$ cat config.mk
export PLATFORM = sky130hd
export DESIGN_NAME = fetch_unit_flat
export DESIGN_NICKNAME = d
export VERILOG_FILES = /design/src/rtl/fetch_unit_if.sv /design/src/rtl/fetch_unit.sv /design/src/flat_wrapper.sv
export SDC_FILE = /design/constraint.sdc
export NUM_CORES = 1
export LEC_CHECK = 0
export ABC_AREA = 1
export CORE_MARGIN = 2
export CORE_UTILIZATION = 35
export CTS_CLUSTER_DIAMETER = 100
export DETAILED_ROUTE_END_ITERATION = 16
export PLACE_DENSITY = 0.78
export SLEW_MARGIN = 20
export SYNTH_ARGS = -nofsm -noshare
export SYNTH_HDL_FRONTEND = slang
export SYNTH_SLANG_ARGS = --single-unit
export TNS_END_PERCENT = 100
$ cat constraint.sdc
create_clock -name Clock -period 2.1 [get_ports Clock]
set_input_delay 0.42 -clock Clock [delete_from_list [all_inputs] [get_ports Clock]]
set_output_delay 0.42 -clock Clock [all_outputs]
set_load 0.05 [all_outputs]
$ cat src/rtl/fetch_unit_if.sv
// Fetch-side bus: redirect controls in from the core, PC/status out.
// The fetch unit connects through the master modport; the control/memory
// side (or a testbench) uses the slave modport.
interface fetch_unit_if;
    logic        Stall;
    logic        Halt;
    logic        Branch;
    logic        Branch_Not_Equal;
    logic        Zero;
    logic        Jump;
    logic        JR;
    logic [25:0] Inst_25_0;
    logic [15:0] Inst_15_0;
    logic [31:0] Read_Data_1;
    logic [12:0] PC_Out;
    logic [31:0] Link_Addr;
    logic        Fetch_Valid;
    logic        Halted;
    logic [31:0] Instr_Count;

    modport master (
        input  Stall, Halt, Branch, Branch_Not_Equal, Zero, Jump, JR,
        input  Inst_25_0, Inst_15_0, Read_Data_1,
        output PC_Out, Link_Addr, Fetch_Valid, Halted, Instr_Count
    );

    modport slave (
        output Stall, Halt, Branch, Branch_Not_Equal, Zero, Jump, JR,
        output Inst_25_0, Inst_15_0, Read_Data_1,
        input  PC_Out, Link_Addr, Fetch_Valid, Halted, Instr_Count
    );
endinterface

$ cat src/rtl/fetch_unit.sv
// Instruction fetch unit: 13-bit word-addressed PC with branch/jump/jr
// redirection, stall and halt handling, and an advance counter.
module fetch_unit (
    input  logic         Clock,
    input  logic         reset,
    fetch_unit_if.master bus
);

    typedef enum logic [1:0] {
        ST_INIT  = 2'd0,
        ST_RUN   = 2'd1,
        ST_STALL = 2'd2,
        ST_HALT  = 2'd3
    } state_t;

    state_t      state_reg;
    logic [12:0] pc_reg;
    logic [31:0] instr_count_reg;

    logic [12:0] pc_plus1;
    logic [12:0] branch_target;
    logic [12:0] pc_next;
    logic        branch_taken;

    // Only the low 13 bits of the sign-extended offset survive the mod-8192
    // add, so the upper offset bits, the jr byte-offset bits and the high
    // jump-field bits never influence the PC.
    logic unused_bits;
    assign unused_bits = &{1'b0, bus.Inst_15_0[15:13], bus.Inst_25_0[25:13],
                           bus.Read_Data_1[31:15], bus.Read_Data_1[1:0]};

    // Next-PC selection: jr beats jump beats taken branch beats sequential.
    always_comb begin
        pc_plus1      = pc_reg + 13'd1;
        branch_target = pc_plus1 + bus.Inst_15_0[12:0];
        branch_taken  = (bus.Branch & bus.Zero) | (bus.Branch_Not_Equal & ~bus.Zero);
        pc_next       = pc_plus1;
        if (bus.JR)
            pc_next = bus.Read_Data_1[14:2];
        else if (bus.Jump)
            pc_next = bus.Inst_25_0[12:0];
        else if (branch_taken)
            pc_next = branch_target;
    end

    // Control FSM with PC and counter; redirects are only consumed on RUN advances.
    always_ff @(posedge Clock) begin
        if (reset) begin
            state_reg       <= ST_INIT;
            pc_reg          <= 13'd0;
            instr_count_reg <= 32'd0;
        end else begin
            case (state_reg)
                ST_INIT: begin
                    state_reg <= ST_RUN;
                end
                ST_RUN: begin
                    if (bus.Halt) begin
                        state_reg <= ST_HALT;
                    end else if (bus.Stall) begin
                        state_reg <= ST_STALL;
                    end else begin
                        pc_reg          <= pc_next;
                        instr_count_reg <= instr_count_reg + 32'd1;
                    end
                end
                ST_STALL: begin
                    if (bus.Halt)
                        state_reg <= ST_HALT;
                    else if (!bus.Stall)
                        state_reg <= ST_RUN;
                end
                ST_HALT: begin
                    state_reg <= ST_HALT;
                end
                default: begin
                    state_reg <= ST_INIT;
                end
            endcase
        end
    end

    assign bus.PC_Out      = pc_reg;
    assign bus.Link_Addr   = {17'd0, pc_plus1, 2'b00};
    assign bus.Fetch_Valid = (state_reg == ST_RUN);
    assign bus.Halted      = (state_reg == ST_HALT);
    assign bus.Instr_Count = instr_count_reg;

endmodule
$ cat src/flat_wrapper.sv
// flat-port wrapper written by rule: the top's interface ports become plain ports
module fetch_unit_flat 
  (Clock, reset, bus_Stall, bus_Halt, bus_Branch, bus_Branch_Not_Equal, bus_Zero, bus_Jump, bus_JR, bus_Inst_25_0, bus_Inst_15_0, bus_Read_Data_1, bus_PC_Out, bus_Link_Addr, bus_Fetch_Valid, bus_Halted, bus_Instr_Count);
  fetch_unit_if bus_i ();
  input  logic Clock;
  input  logic reset;
  input wire logic [$bits(bus_i.Stall)-1:0] bus_Stall;
  input wire logic [$bits(bus_i.Halt)-1:0] bus_Halt;
  input wire logic [$bits(bus_i.Branch)-1:0] bus_Branch;
  input wire logic [$bits(bus_i.Branch_Not_Equal)-1:0] bus_Branch_Not_Equal;
  input wire logic [$bits(bus_i.Zero)-1:0] bus_Zero;
  input wire logic [$bits(bus_i.Jump)-1:0] bus_Jump;
  input wire logic [$bits(bus_i.JR)-1:0] bus_JR;
  input wire logic [$bits(bus_i.Inst_25_0)-1:0] bus_Inst_25_0;
  input wire logic [$bits(bus_i.Inst_15_0)-1:0] bus_Inst_15_0;
  input wire logic [$bits(bus_i.Read_Data_1)-1:0] bus_Read_Data_1;
  output wire logic [$bits(bus_i.PC_Out)-1:0] bus_PC_Out;
  output wire logic [$bits(bus_i.Link_Addr)-1:0] bus_Link_Addr;
  output wire logic [$bits(bus_i.Fetch_Valid)-1:0] bus_Fetch_Valid;
  output wire logic [$bits(bus_i.Halted)-1:0] bus_Halted;
  output wire logic [$bits(bus_i.Instr_Count)-1:0] bus_Instr_Count;
  assign bus_i.Stall = bus_Stall;
  assign bus_i.Halt = bus_Halt;
  assign bus_i.Branch = bus_Branch;
  assign bus_i.Branch_Not_Equal = bus_Branch_Not_Equal;
  assign bus_i.Zero = bus_Zero;
  assign bus_i.Jump = bus_Jump;
  assign bus_i.JR = bus_JR;
  assign bus_i.Inst_25_0 = bus_Inst_25_0;
  assign bus_i.Inst_15_0 = bus_Inst_15_0;
  assign bus_i.Read_Data_1 = bus_Read_Data_1;
  assign bus_PC_Out = bus_i.PC_Out;
  assign bus_Link_Addr = bus_i.Link_Addr;
  assign bus_Fetch_Valid = bus_i.Fetch_Valid;
  assign bus_Halted = bus_i.Halted;
  assign bus_Instr_Count = bus_i.Instr_Count;
  fetch_unit u_core (.Clock(Clock), .reset(reset), .bus(bus_i));
endmodule
* Yosys cells after proc, flatten, opt, wreduce, memory -nomap -nowiden
Index checks and enable logic that the tools add are counted.
** Storage, ports and cells
- Register bits after elaboration :: 47
- Output and inout bits :: 79
- Logic and storage cells :: 28
** Operators by class
- Reduce and logical (&&, ||, !) cells :: 3
- Mux-type cells :: 8
- Equal/unequal tests :: 5
- Bitwise logic cells :: 6
- $add $sub $neg :: 3
** Operator list (count)
- $mux W13 :: 3
- $add A32 B1 Y32 const B :: 1
- $add A13 B1 Y13 const B :: 1
- $add A13 B13 Y13 :: 1
- $mux W2 :: 4
- $pmux W2 S4 :: 1
- $ne A3 B3 Y1 const B :: 2
- $eq A2 B2 Y1 const B :: 2
- $not A1 Y1 :: 3
- $reduce_and A3 Y1 :: 1
- $and A1 B1 Y1 :: 2
- $eq A2 B1 Y1 const B :: 1
- $logic_not A2 Y1 :: 1
- $reduce_and A2 Y1 :: 1
- $or A1 B1 Y1 :: 1

* Logic depth before layout (Yosys ltp)
Gate-level depths: netlist of run 1.
- Depth in word-level cells :: 6
- Gate-level depth with buffers :: 20

* Worst setup path before layout of run 1
Ideal clock, no wire load.
- Kind :: register to register
- From :: reg u_core.pc_reg[0] (netlist: u_core.bus.PC_Out[0])
- To :: reg u_core.pc_reg[8] (netlist: u_core.bus.PC_Out[8])
- Slack :: -1.595 ns
- Required time :: 1.968 ns
- Buffers on the path :: 0
- Arrival :: 3.563 ns
- Setup time :: 0.132 ns
- Stages on the path, launching flop included :: 18
- Cells stage by stage :: dfxtp_1 > inv_1 > nor2_1 > inv_1 > xor2_1 > ha_1 > a21oi_1 > nand2_1 > nand2_1 > nand2_1 > nand2_1 > nand2_1 > nand2_1 > nand3_1 > nand2_1 > nand2_1 > nand2_1 > a21oi_1
** On the way
- Cells in the longest elaborated chain, start to end :: 5
** RTL lines
- from (decl) :: line fetch_unit.sv:17 : logic [12:0] pc_reg;
- from (signal assigned) :: line fetch_unit.sv:63 : pc_reg <= pc_next;
- $add A13 B1 Y13 :: line fetch_unit.sv:34 : pc_plus1 = pc_reg + 13'd1;
- named net bus_Link_Addr[2] :: line flat_wrapper.sv:18 : output wire logic [$bits(bus_i.Link_Addr)-1:0] bus_Link_Addr;
- $add A13 B13 Y13 :: line fetch_unit.sv:35 : branch_target = pc_plus1 + bus.Inst_15_0[12:0];
- $mux W13 :: line fetch_unit.sv:42 : else if (branch_taken)
- $mux W13 :: line fetch_unit.sv:40 : else if (bus.Jump)
- $mux W13 :: line fetch_unit.sv:38 : if (bus.JR)
The timed path passes the listed nets, and every way through them passes these cells.
A chain may end at the register's enable or synchronous reset.

* Worst setup path in the final report of run 1
- From :: reg u_core.pc_reg[1] (netlist: u_core.bus.PC_Out[1])
- To :: reg u_core.pc_reg[7] (netlist: u_core.bus.PC_Out[7])
** On the way
- Cells in the longest elaborated chain, start to end :: 5
** RTL lines (line)
- $add A13 B1 Y13 (*) :: fetch_unit.sv:34
- $add A13 B13 Y13 :: fetch_unit.sv:35
- $mux W13 (*) :: fetch_unit.sv:42
- $mux W13 (*) :: fetch_unit.sv:40
- $mux W13 (*) :: fetch_unit.sv:38
Every way passes the cells marked *; elsewhere a longest branch is shown, timed or not.

==> metrics.txt, run 1 <==
outcome finished with violations; failing checks setup timing; final-report hold violation count 0; Die ar. 0.0117 mm^2; Final nets 886; Worst Path Buf+Inv 2; non-filler cells, final 922; die height 108 um; Power Density 379 mW/mm^2; Post-Layout Inst Area 0.00640 mm^2; CTS tree yes; Core ar. 0.0104 mm^2; slowest CP cell dfxtp_4; synthesized instance count 600; clk sinks 47; CTS Hold Buffers Added 0; largest net degree at the start of global routing 28; max reg flops 32; CP cell instances ha_4, nand3_4, nor2_4, buf_6, nand2_4, xnor2_4, ha_4, nand2_4, inv_2, nand2_1, nand2_2, a21oi_2, xnor2_1, nor2_1, o21ai_2, nand2_1, a21oi_2; Chip Width 108 um; CTS Buffer Depth 2; Max-slew headroom 65.3%; final slew viol count 0; Period Utilization, post-route 119%; library cells used by synthesis 38; sequential share of the synthesized area 24.9%; Yosys warning count 0; Routed WL 13.1 mm; critical path data arrival time 2.73 ns; Worst-path clk slew 0.09 ns; Synth Cell Area 0.00378 mm^2; cell family with most CP delay simple AND/OR/NAND/NOR gates; final setup vio count 16; Placer Congestion 0.925; Initial Utilization 36.3%; HPWL after DPL 9.96 mm; maximum clock frequency 401 MHz; Layout area overhead 69.2%; Placement Rows 37; grt ovf 0; DRC 0; vias per cell 4.87; Root Driver clkbuf_8; Mean Syn Cell Area 6.30 um^2; WL per Instance 14.2 um; Slew @ Worst Pin 0.520 ns; Leak 2.75 nW; placed cell count 897; vias in the first global route 4,379; Ant. Diodes 0; Final ANT Viol Nets 0; clock latency on the worst-skew pair 0.30 ns; unrepaired setup endpoints after global routing yes; Critical Path Fanout Max 4; critical path class reg2reg; PortBufs 107; Starting DRT DRC Count 177; critical path startpoint category flip-flop; Area after DPL 0.00572 mm^2; CTS buffer count 5; crit path capture type flip-flop; first-pass GRT wire length 20.4 mm; Tightest Hold Check Type reg2reg; layout cells sized above 1 32.4%; minimum setup slack in the final design -0.394 ns; post-layout minimum cycle time 2.49 ns; Worst EP required 2.33 ns; H-tree depth 2; DR vias 4,493; I/O pin cnt 162; DR pass1 iterations 5; max-cap violations 0; worst vdd ir 0.000274 V; CP max stage delay 0.36 ns; synthesized flop and latch total 47; Final Skew 0.00814 ns; initial antenna violation count 0; GRT Total Usage 21.6%
[worst reg2reg max path, stage by stage (launching register included)]
cell,delay [ns]
dfxtp_4,0.36
ha_4,0.15
nand3_4,0.07
nor2_4,0.17
buf_6,0.12
nand2_4,0.06
xnor2_4,0.27
ha_4,0.27
nand2_4,0.08
inv_2,0.03
nand2_1,0.08
nand2_2,0.07
a21oi_2,0.12
xnor2_1,0.13
nor2_1,0.07
o21ai_2,0.17
nand2_1,0.10
a21oi_2,0.12
[cell usage in the layout, fill, tap and decap left out, drive strengths merged, types with 16 or more instances in the layout]
| master | Yosys | routed |
|---|---|---|
| a21oi | 53 | 53 |
| nand2 | 160 | 160 |
| nor3 | 22 | 22 |
| o21ai | 21 | 21 |
| nor2 | 80 | 80 |
| nand3 | 33 | 33 |
| inv | 75 | 72 |
| dfxtp | 47 | 47 |
| ha | 16 | 16 |
| clkdlybuf4s50 | 0 | 85 |
| buf | 22 | 107 |
| conb | 1 | 19 |
| xor2 | 16 | 16 |
[power breakdown]
group / leakage, nW / total, mW / switching [mW] / internal [mW]
combinational: 2.31 / 0.857 / 0.491 / 0.366
sequential: 0.385 / 0.922 / 0.0175 / 0.904
clock: 0.0513 / 0.644 / 0.295 / 0.349
[through the flow]
step	setup WS (ns)	TNS, ns	util (%)	hold WS, ns	total power, mW
after floorplan	-0.603	-5.38	-	0.513	1.39
after global placement	-0.366	-3.00	54.9	0.475	1.66
after detailed placement	-0.404	-3.73	54.9	0.489	1.68
after CTS	-0.314	-2.59	58.8	0.504	2.37
after global routing	-0.555	-5.65	61.4	0.538	2.54
final	-0.394	-3.20	61.4	0.496	2.42
[kinds of logic (layout without fill, tap and decap cells)]
logic type | count (synthesis) | in the layout | synth area share (%)
flops | 47 | 47 | 24.9
buf+inv | 112 | 280 | 13.1
other cells | 1 | 19 | 0.0991
xor+xnor | 23 | 23 | 5.33
fa+ha+maj | 17 | 17 | 5.82
compound gates | 88 | 88 | 12.8
simple gates | 312 | 312 | 38.0
[Yosys cell counts (all sizes together)]
cell / count / area share, %
a211oi: 3 / 0.60
a21boi: 1 / 0.20
a21oi: 53 / 7.0
a221oi: 1 / 0.40
and3: 1 / 0.30
buf: 22 / 4.2
clkbuf: 12 / 1.2
clkinv: 3 / 0.33
conb: 1 / 0.099
dfxtp: 47 / 25
fa: 1 / 0.53
ha: 16 / 5.3
inv: 75 / 7.4
nand2: 160 / 17
nand3: 33 / 4.4
nand4: 14 / 2.3
nor2: 80 / 9.8
nor3: 22 / 3.9
nor3b: 1 / 0.33
o211ai: 5 / 0.99
o21a: 2 / 0.40
o21ai: 21 / 2.8
o21bai: 1 / 0.20
o31ai: 1 / 0.20
or2: 1 / 0.17
xnor2: 7 / 1.6
xor2: 16 / 3.7
[worst paths after layout]
kind,from,endpoint,slack (ns),depth (start not counted)
hold / removal,u_core.bus.Instr_Count[30],u_core.bus.Instr_Count[30],0.50,2
setup reg to reg,u_core.bus.PC_Out[1],u_core.bus.PC_Out[7],-0.39,17
hold reg to reg,u_core.bus.Instr_Count[30],u_core.bus.Instr_Count[30],0.50,2
setup / recovery,u_core.bus.PC_Out[1],u_core.bus.PC_Out[7],-0.39,17
[final cells by class]
class / count / area (um^2)
fill: 881 / 4020
inverter: 78 / 305
sequential: 47 / 960
multi-input combinational: 459 / 2990
clock inverter: 1 / 30.0
clock buffer: 6 / 72.6
timing repair buffer: 195 / 1870
tap: 136 / 170
[routing by layer]
| layer | GRT usage [%] | up-vias | part of all wire (%) |
|---|---|---|---|
| met5 | 0 | - | 0 |
| met4 | 6.68 | 0 | 2.6 |
| met3 | 3.98 | 30 | 6.6 |
| met2 | 38.3 | 187 | 50 |
| met1 | 26.5 | 2023 | 41 |
| li1 | - | 2253 | - |
[repair_timing]
action,CTS,global route
setup endpoints to repair,18,20
setup buffers,14,8
pin swaps,36,42
resized for setup,49,58
Power figures use the tool's default switching activity.
==> inputs of run 2 (changes only) <==
- CTS_CLUSTER_SIZE: default -> 28
- DONT_BUFFER_PORTS: default -> 1
- PLACE_DENSITY: 0.78 -> 0.58
==> metrics.txt, run 2 (synthesized netlist as in run 1, its figures left out) <==
outcome finished with violations; failing checks setup timing; initial antenna violation count 0; clock latency on the worst-skew pair 0.31 ns; largest net degree at the start of global routing 36; Final Skew 0.00866 ns; RR Endpoint u_core.bus.PC_Out[12]; grt ovf 0; Leak 2.30 nW; die height 108 um; Placer Congestion 0.877; Die ar. 0.0117 mm^2; max reg flops 32; H-tree depth 2; Routed WL 12.0 mm; Max-slew headroom 61.2%; slowest CP cell dfxtp_4; CTS tree yes; unrepaired setup endpoints after global routing yes; Final ANT Viol Nets 0; vias per cell 4.92; Core ar. 0.0104 mm^2; DR pass1 iterations 4; Hold EP u_core.bus.PC_Out[0]; CTS buffer count 5; cell family with most CP delay simple AND/OR/NAND/NOR gates; commonest non-fill, non-tap cell in the layout nand2_1; GRT Total Usage 20.1%; hold depth 1; Tightest Hold Check Type in2reg; total power 2.12 mW; launching point of the worst reg2reg path u_core.bus.PC_Out[1]; Initial Utilization 36.3%; minimum setup slack in the final design -0.376 ns; clock network fraction of total power 25.6%; Root Driver clkbuf_8; critical path data arrival time 2.72 ns; min-delay src reset; sw power 0.747 mW; Power Density 403 mW/mm^2; DR vias 4,084; layout cells sized above 1 34.0%; Ant. Diodes 0; CP cell instances ha_4, nand3_4, nor2_4, nand2_2, xnor2_4, ha_4, nand2_1, inv_1, nand2_1, nand2_1, nand2_1, nand4_1, nand3_1, nand2_1, nand3_1, nand2_1, a21oi_1; Int Power 1.37 mW; setup TNS -2.75 ns; switching share of power 35.3%; Worst Path Buf+Inv 1; critical path startpoint category flip-flop; first-pass GRT wire length 18.8 mm; clk sinks 47; Final nets 793; final slew viol count 0; vias in the first global route 4,013; I/O pin cnt 162; final setup vio count 15; R2R cell count 17; Worst EP required 2.34 ns; max-cap violations 0; Layout area overhead 38.7%; critical path class reg2reg; Critical Path Fanout Max 4; most frequent cells in the layout 125 x nand2_1, 88 x buf_4, 60 x nor2_1, 58 x inv_1, 43 x a21oi_1; Logic pwr share 31.0%; Starting DRT DRC Count 202; HPWL after DPL 9.44 mm; Placement Rows 37; crit path capture type flip-flop; CP max stage delay 0.38 ns; CTS Hold Buffers Added 0; reg2reg setup slack -0.38 ns; Most common cell on crit path nand2_1; Chip Width 108 um; sequential power share 43.4%; final-report hold violation count 0; Slew @ Worst Pin 0.582 ns; maximum clock frequency 404 MHz; post-layout minimum cycle time 2.48 ns; Worst-path clk slew 0.09 ns; Period Utilization, post-route 118%; WL per Instance 14.5 um; worst vdd ir 0.000297 V; PortBufs 0; CTS Buffer Depth 2; DRC 0
==> run 2: cell types whose count changed in the layout (fill, tap and decap cells not counted), sizes merged <==
| cell | delta |
|---|---|
| buf | -5 |
| bufinv | -1 |
| clkbuf | -1 |
| clkdlybuf4s50 | -85 |
| clkinv | +2 |
| clkinvlp | +1 |
| dlygate4sd2 | -1 |
| dlymetal6s2s | -2 |
==> run 2: how the worst max path moves through the flow <==
stage	startpoint	to	slack, ns	cells past startpoint
6_report	u_core.bus.PC_Out[1]	u_core.bus.PC_Out[12]	-0.38	17
5_1_grt	u_core.bus.PC_Out[1]	u_core.bus.PC_Out[12]	-0.52	18
4_1_cts	u_core.bus.PC_Out[2]	u_core.bus.PC_Out[7]	-0.31	15
3_5_place_dp	u_core.bus.PC_Out[1]	u_core.bus.PC_Out[12]	-0.33	17
3_3_place_gp	u_core.bus.PC_Out[1]	u_core.bus.PC_Out[12]	-0.30	17
2_1_floorplan	u_core.bus.PC_Out[0]	u_core.bus.PC_Out[11]	-0.60	20
==> run 2: final cells by class <==
| type | instances | area [um^2] |
|---|---|---|
| fillers | 1016 | 5170 |
| multi-input cells | 459 | 2880 |
| flip-flops and latches | 47 | 963 |
| repair buffers | 102 | 843 |
| inverters | 78 | 305 |
| well taps | 136 | 170 |
| clock buffers | 5 | 68.8 |
| clock inverters | 3 | 15.0 |
==> run 2: per-stage QoR <==
stage | hold slack [ns] | util, % | cells | instance area, um^2 | worst slack (ns)
4_1_cts | 0.159 | 47.8 | 824 | 4980 | -0.311
5_1_grt | 0.144 | 50.4 | 830 | 5250 | -0.521
2_1_floorplan | 0.513 | - | 618 | 4080 | -0.603
3_3_place_gp | 0.485 | 45.6 | 812 | 4750 | -0.303
3_5_place_dp | 0.490 | 45.6 | 812 | 4750 | -0.333
6_report | 0.169 | 50.4 | 830 | 5250 | -0.376
==> run 2: worst reg2reg max path, stage by stage (launching register included) <==
cell and delay (ns):
dfxtp_4 0.38, ha_4 0.15, nand3_4 0.09, nor2_4 0.15, nand2_2 0.11, xnor2_4 0.25, ha_4 0.25, nand2_1 0.12
inv_1 0.09, nand2_1 0.08, nand2_1 0.06, nand2_1 0.09, nand4_1 0.15, nand3_1 0.13, nand2_1 0.05, nand3_1 0.07
nand2_1 0.07, a21oi_1 0.12
==> run 2: what timing repair did <==
action,in CTS,in global routing
endpoints found under the hold margin,0,0
gates cloned,0,0
setup buffers,4,8
setup endpoints to repair,16,17
pin swaps,9,22
gates resized for setup,33,48
==> run 2: power by group through the flow <==
stage	sequential, mW	clock, mW	combinational (mW)
floorplan	0.987	0	0.405
global placement	0.939	0	0.557
detailed placement	0.940	0	0.566
CTS	0.919	0.561	0.600
global route	0.921	0.601	0.708
finish	0.918	0.541	0.656
==> run 2: metal layers <==
metal / share of wire, % / GRT usage, % / routed length [um] / vias to the layer above
met3: 7.4 / 5.06 / 893 / 24
met5: 0 / 0 / 0 / -
met4: 2.2 / 6.41 / 261 / 0
met1: 40 / 23.5 / 4860 / 1867
li1: - / - / - / 2073
met2: 50 / 36.0 / 5990 / 120
==> inputs of run 3 (changes only) <==
- CAP_MARGIN: default -> 20
- CTS_CLUSTER_SIZE: 28 -> default
- SLEW_MARGIN: 20 -> default
==> results of run 3 <==
No change in the layout: final DEF, timing and power equal those of run 2.
